==> src/rtl/register_dump_reader.sv <==
// Read-side sequencer: snapshots the register bank on start, then streams the words out
// in index order over a valid/ready handshake, followed by a one-cycle done pulse.
module register_dump_reader #(
    parameter int unsigned NUM_REGS = 4,
    parameter int unsigned WIDTH    = 4,
    parameter int unsigned IDX_W    = 2
) (
    input  logic                      clock,
    input  logic                      reset,
    input  logic                      start,
    input  logic [NUM_REGS*WIDTH-1:0] regValues,
    input  logic                      outReady,
    output logic [WIDTH-1:0]          dataOut,
    output logic [IDX_W-1:0]          indexOut,
    output logic                      dataValid,
    output logic                      lastOut,
    output logic                      busy,
    output logic                      done
);

    localparam logic [IDX_W-1:0] LastIdx = IDX_W'(NUM_REGS - 1);

    typedef enum logic [1:0] {StIdle, StSend, StDone} state_e;

    state_e                    state_q;
    logic [NUM_REGS*WIDTH-1:0] snap_q;
    logic [IDX_W-1:0]          next_idx;

    assign next_idx = indexOut + 1'b1;

    // All outputs are registers; outReady only steers next-state, never an output directly.
    always_ff @(posedge clock or posedge reset) begin
        if (reset) begin
            state_q   <= StIdle;
            snap_q    <= '0;
            dataOut   <= '0;
            indexOut  <= '0;
            dataValid <= 1'b0;
            lastOut   <= 1'b0;
            busy      <= 1'b0;
            done      <= 1'b0;
        end else begin
            case (state_q)
                StIdle: begin
                    if (start) begin
                        snap_q    <= regValues;
                        dataOut   <= regValues[WIDTH-1:0];
                        indexOut  <= '0;
                        dataValid <= 1'b1;
                        lastOut   <= 1'b0;
                        busy      <= 1'b1;
                        state_q   <= StSend;
                    end
                end
                StSend: begin
                    // dataValid is always high here, so outReady alone marks a transfer.
                    if (outReady) begin
                        if (lastOut) begin
                            dataValid <= 1'b0;
                            lastOut   <= 1'b0;
                            done      <= 1'b1;
                            state_q   <= StDone;
                        end else begin
                            indexOut <= next_idx;
                            dataOut  <= snap_q[next_idx*WIDTH +: WIDTH];
                            lastOut  <= (next_idx == LastIdx);
                        end
                    end
                end
                StDone: begin
                    done    <= 1'b0;
                    busy    <= 1'b0;
                    state_q <= StIdle;
                end
                default: state_q <= StIdle;
            endcase
        end
    end

endmodule

==> config.mk <==
export PLATFORM = sky130hd
export DESIGN_NAME = register_dump_reader
export DESIGN_NICKNAME = d
export VERILOG_FILES = /design/src/rtl/register_dump_reader.sv
export SDC_FILE = /design/constraint.sdc
export NUM_CORES = 1
export LEC_CHECK = 0
export ABC_CLOCK_PERIOD_IN_PS = 4500
export CORE_MARGIN = 2
export CORE_UTILIZATION = 52
export CTS_CLUSTER_SIZE = 14
export DETAILED_ROUTE_END_ITERATION = 8
export PLACE_DENSITY_LB_ADDON = 0.15
export SLEW_MARGIN = 15
export SYNTH_ARGS = -nofsm -noshare
export SYNTH_HDL_FRONTEND = slang
export SYNTH_SLANG_ARGS = --single-unit
==> constraint.sdc <==
create_clock -name clock -period 4.5 [get_ports clock]
set_input_delay 1.35 -clock clock [delete_from_list [all_inputs] [get_ports clock]]
set_output_delay 1.35 -clock clock [all_outputs]
set_load 0.1 [all_outputs]
# Word-level counts from Yosys, hierarchy flattened
# Index checks and enable logic that the tools add are counted.
[word_totals]
register_bits = 28
word_cells = 52
[classes]
addsub = 1
eq_ne = 7
shift = 1
reduce_logical = 11
mux = 24
[op_table]
columns = ["op", "n"]
rows = [
  ["$shiftx A16 B5 Y4", 1],
  ["$mux W2", 6],
  ["$mux W4", 3],
  ["$reduce_and A3 Y1", 3],
  ["$mux W1", 8],
  ["$ne A2 B2 Y1 const B", 4],
  ["$pmux W1 S2", 4],
  ["$pmux W2 S2", 2],
  ["$pmux W4 S2", 1],
  ["$reduce_and A4 Y1", 2],
  ["$reduce_bool A2 Y1", 3],
  ["$eq A2 B2 Y1 const B", 2],
  ["$reduce_and A2 Y1", 2],
  ["$add A2 B1 Y2 const B", 1],
  ["$eq A2 B1 Y1 const B", 1],
  ["$logic_not A2 Y1", 1],
]

# Logic depth before layout (Yosys ltp)
[depth]
word_depth = 5
depth_mapped = 6
mapped_depth_nobuf = 5

# Worst setup path before layout
# No wires, ideal clock.
[synth_path]
path_type = "reg2reg"
from = "reg indexOut[0]"
to = "reg dataOut[3]"
arrival_time_ns = 2.337
setup_slack_ns = 2.034
t_required_ns = 4.370
period_less_slack_ns = 2.466
setup_ns = 0.130
path_stages_with_launch = 7
path_cell_list = "dfrtp_1 buf_2 inv_1 ha_1 mux4_2 o22ai_1 o21ai_0"
[synth_between]
elab_chain_cells = 5
[synth_lines]
columns = ["item", "line_no", "source"]
rows = [
  ["start: declaration", "14", "output logic [IDX_W-1:0] indexOut,"],
  ["start signal: assignment", "64", "indexOut <= next_idx;"],
  ["$add A2 B1 Y2", "29", "assign next_idx = indexOut + 1'b1;"],
  ["$shiftx A16 B5 Y4", "65", "dataOut <= snap_q[next_idx*WIDTH +: WIDTH];"],
  ["$mux W4", "58", "if (lastOut) begin"],
  ["$mux W4", "57", "if (outReady) begin"],
  ["$pmux W4 S2", "43", "case (state_q)"],
  ["end signal: assignment", "47", "dataOut <= regValues[WIDTH-1:0];"],
  ["end signal: assignment", "65", ""],
  ["end: declaration", "13", "output logic [WIDTH-1:0] dataOut,"],
]
# Every way passes these cells. The select of a mux whose other input is x is not followed.
# A chain may end at the register's enable or synchronous reset.

# Worst setup path in the final report
[layout_path]
from = "reg indexOut[0]"
to = "out indexOut[0]"
# No word-level cell between the ends.

==> results.cfg <==
[run_status]
status = finished clean

[cts]
max-clock-path-buffers = 2
cts_resized = 0
clk_pin_slew_ps = 140
cts_tree = yes
ctsHoldBuffers = 0
numClockSinks = 28
post-cts-setup-buffers = 0
cts_buffers = 3
cts-root-buf = clkbuf_4
htreeDepth = 1
clock_latency_ps = 330

[synthesis]
synth_nets = 115
yosysUniqueCellTypes = 23
synth_area_leader_cell = dfrtp_1
ys.flop_type = dfrtp_1
yosys-top-cells-count = dfrtp_1, mux2_4, o21ai_0
ys_ff_latch = 28
netlist.area_leader.share = 0.5390
synth_edf_count = 0
yosys_warnings = 0
yosysSeqAreaShare = 0.5390
netlist_area_um2 = 1300
synthTopCellsByArea = dfrtp_1, mux2_4, mux4_2, o21ai_0, o22ai_1
async_reset_ff_frac = 1.000
syn_inst = 94
avgSynthCellArea_um2 = 13.83
synth_most_common_cell = dfrtp_1

[route]
drtAntennaViolNets = 0
drtPass1Iterations = 4
drc_errors = 0
via_count = 846
routedWlPerCell_um = 16.35
drt_iter0_drc = 4
wl_um = 2485
vias_per_cell = 5.566

[final_layout]
antenna_cells = 0
regArea_um2 = 700.7
syn_to_final_growth_pct = 26.56
multi_input_area_um2 = 545.5
drive_above_1_share = 0.2049
fillerInstances = 191
nNetsFinal = 144

[sta]
post-route-min-period_ps = 3495
fin_crit_sh = 0.7767
relSlewSlack = 0.3106
rsz0062_at_grt = false
finalClockSkew_ps = 9.539
hold_viol_final = 0
finalSetupViolCount = 0
maxSlewViolCount = 0
fmax_mhz = 286.1
tightest_slew_ps = 1033
setup_tns_ps = 0

[grt]
use_met1 = 0.2436
use_met2 = 0.3252
antenna_found_initial = 0
grt_max_degree = 29
use_met3 = 0.02778
overflow = 0
grt_pass1_wl_um = 3836
grt_pass1_vias = 827
grt_use_total = 0.1888
grt_busiest_layer = met2

[critical_path]
cp.arrival_ps = 2150
crit_family = buffers and inverters
cp-start-kind = flop
critPathMaxStageDelay_ps = 1220
worstSetupEndpointType = primary output
cp_data_required_time_ps = 3150
cp_max_fo = 8
cp_cell_sequence = clkdlybuf4s50_1
slowest_stage = clkdlybuf4s50_1
worstSetupPathType = reg -> out
critPathBufInv = 1

[floorplan]
placementRows = 18
die_area_um2 = 2916
core-area_um2 = 2432
die_x_um = 54
initial_core_util = 0.5345
ios = 30
dieHeight_um = 54

[flow_run]
cap_viol_max_count = 0

[min_path]
hp-class = reg -> reg

[place]
hpwlAfterDp_um = 1716
place.gp.congestion = 0.7690
io_buffers = 29
[registers in the layout (all words and copies together), names as in the netlist]
register,count
snap_q,16
dataOut,4
indexOut,2
state_q,2
busy,1
dataValid,1
done,1
lastOut,1
[kinds of logic (layout without fill, tap and decap cells)]
logic type      count (synthesis)  count (layout)  share of synthesized area
mux                            20              20                     0.2512
flops                          28              28                     0.5390
buf+inv                        10              38                    0.04138
simple gates                   15              15                    0.07026
fa+ha+maj                       1               1                   0.009623
compound gates                 20              20                    0.08855
[per-stage QoR]
stage | instances | worst slack [ps] | area (um^2) | utilization | hold slack (ps)
after global routing | 152 | 913.4 | 1645 | 0.6764 | 546.5
final | 152 | 1005 | 1645 | 0.6764 | 525.5
after global placement | 148 | 1424 | 1593 | 0.6548 | 483.8
after floorplan | 94 | 2034 | 1300 | - | 474.6
after CTS | 152 | 992.8 | 1645 | 0.6764 | 529.4
after detailed placement | 148 | 1385 | 1593 | 0.6548 | 491.0
[layout make-up]
| class | count | share of cell area |
|---|---|---|
| clock inverters | 1 | 0.01825 |
| well taps | 30 | 0.02281 |
| clock buffers | 3 | 0.01369 |
| flip-flops and latches | 28 | 0.4259 |
| repair buffers | 29 | 0.1764 |
| multi-input cells | 56 | 0.3316 |
| inverters | 5 | 0.01141 |
[final timing paths]
path | startpoint | end | slack (ps) | cells past startpoint
min in group asynchronous | reset | dataOut[3] | 1550 | 2
max in group asynchronous | reset | snap_q[15] | 2330 | 2
min reg2reg | snap_q[1] | snap_q[1] | 530 | 1
max reg2reg | indexOut[0] | dataOut[3] | 2490 | 5
max | indexOut[0] | indexOut[0] | 1000 | 1
min | snap_q[1] | snap_q[1] | 530 | 1
[layer usage]
metal	vias up	wire length [um]
li1	400	-
met1	425	1126
met2	19	1240
met3	2	102
met4	0	16
met5	-	0
[placed cells by master (no fill, tap or decap), types with 2 or more instances in the layout]
master	n
nand3_1	5
clkdlybuf4s50_1	29
o22ai_1	5
dfrtp_1	28
mux4_2	4
inv_1	5
nand2b_1	3
mux2_4	15
nor2_1	2
clkbuf_4	3
a21oi_1	4
o21ai_0	8
Power is not shown: default switching activity piles up to over one toggle a cycle in this logic, so the estimate is an artifact.
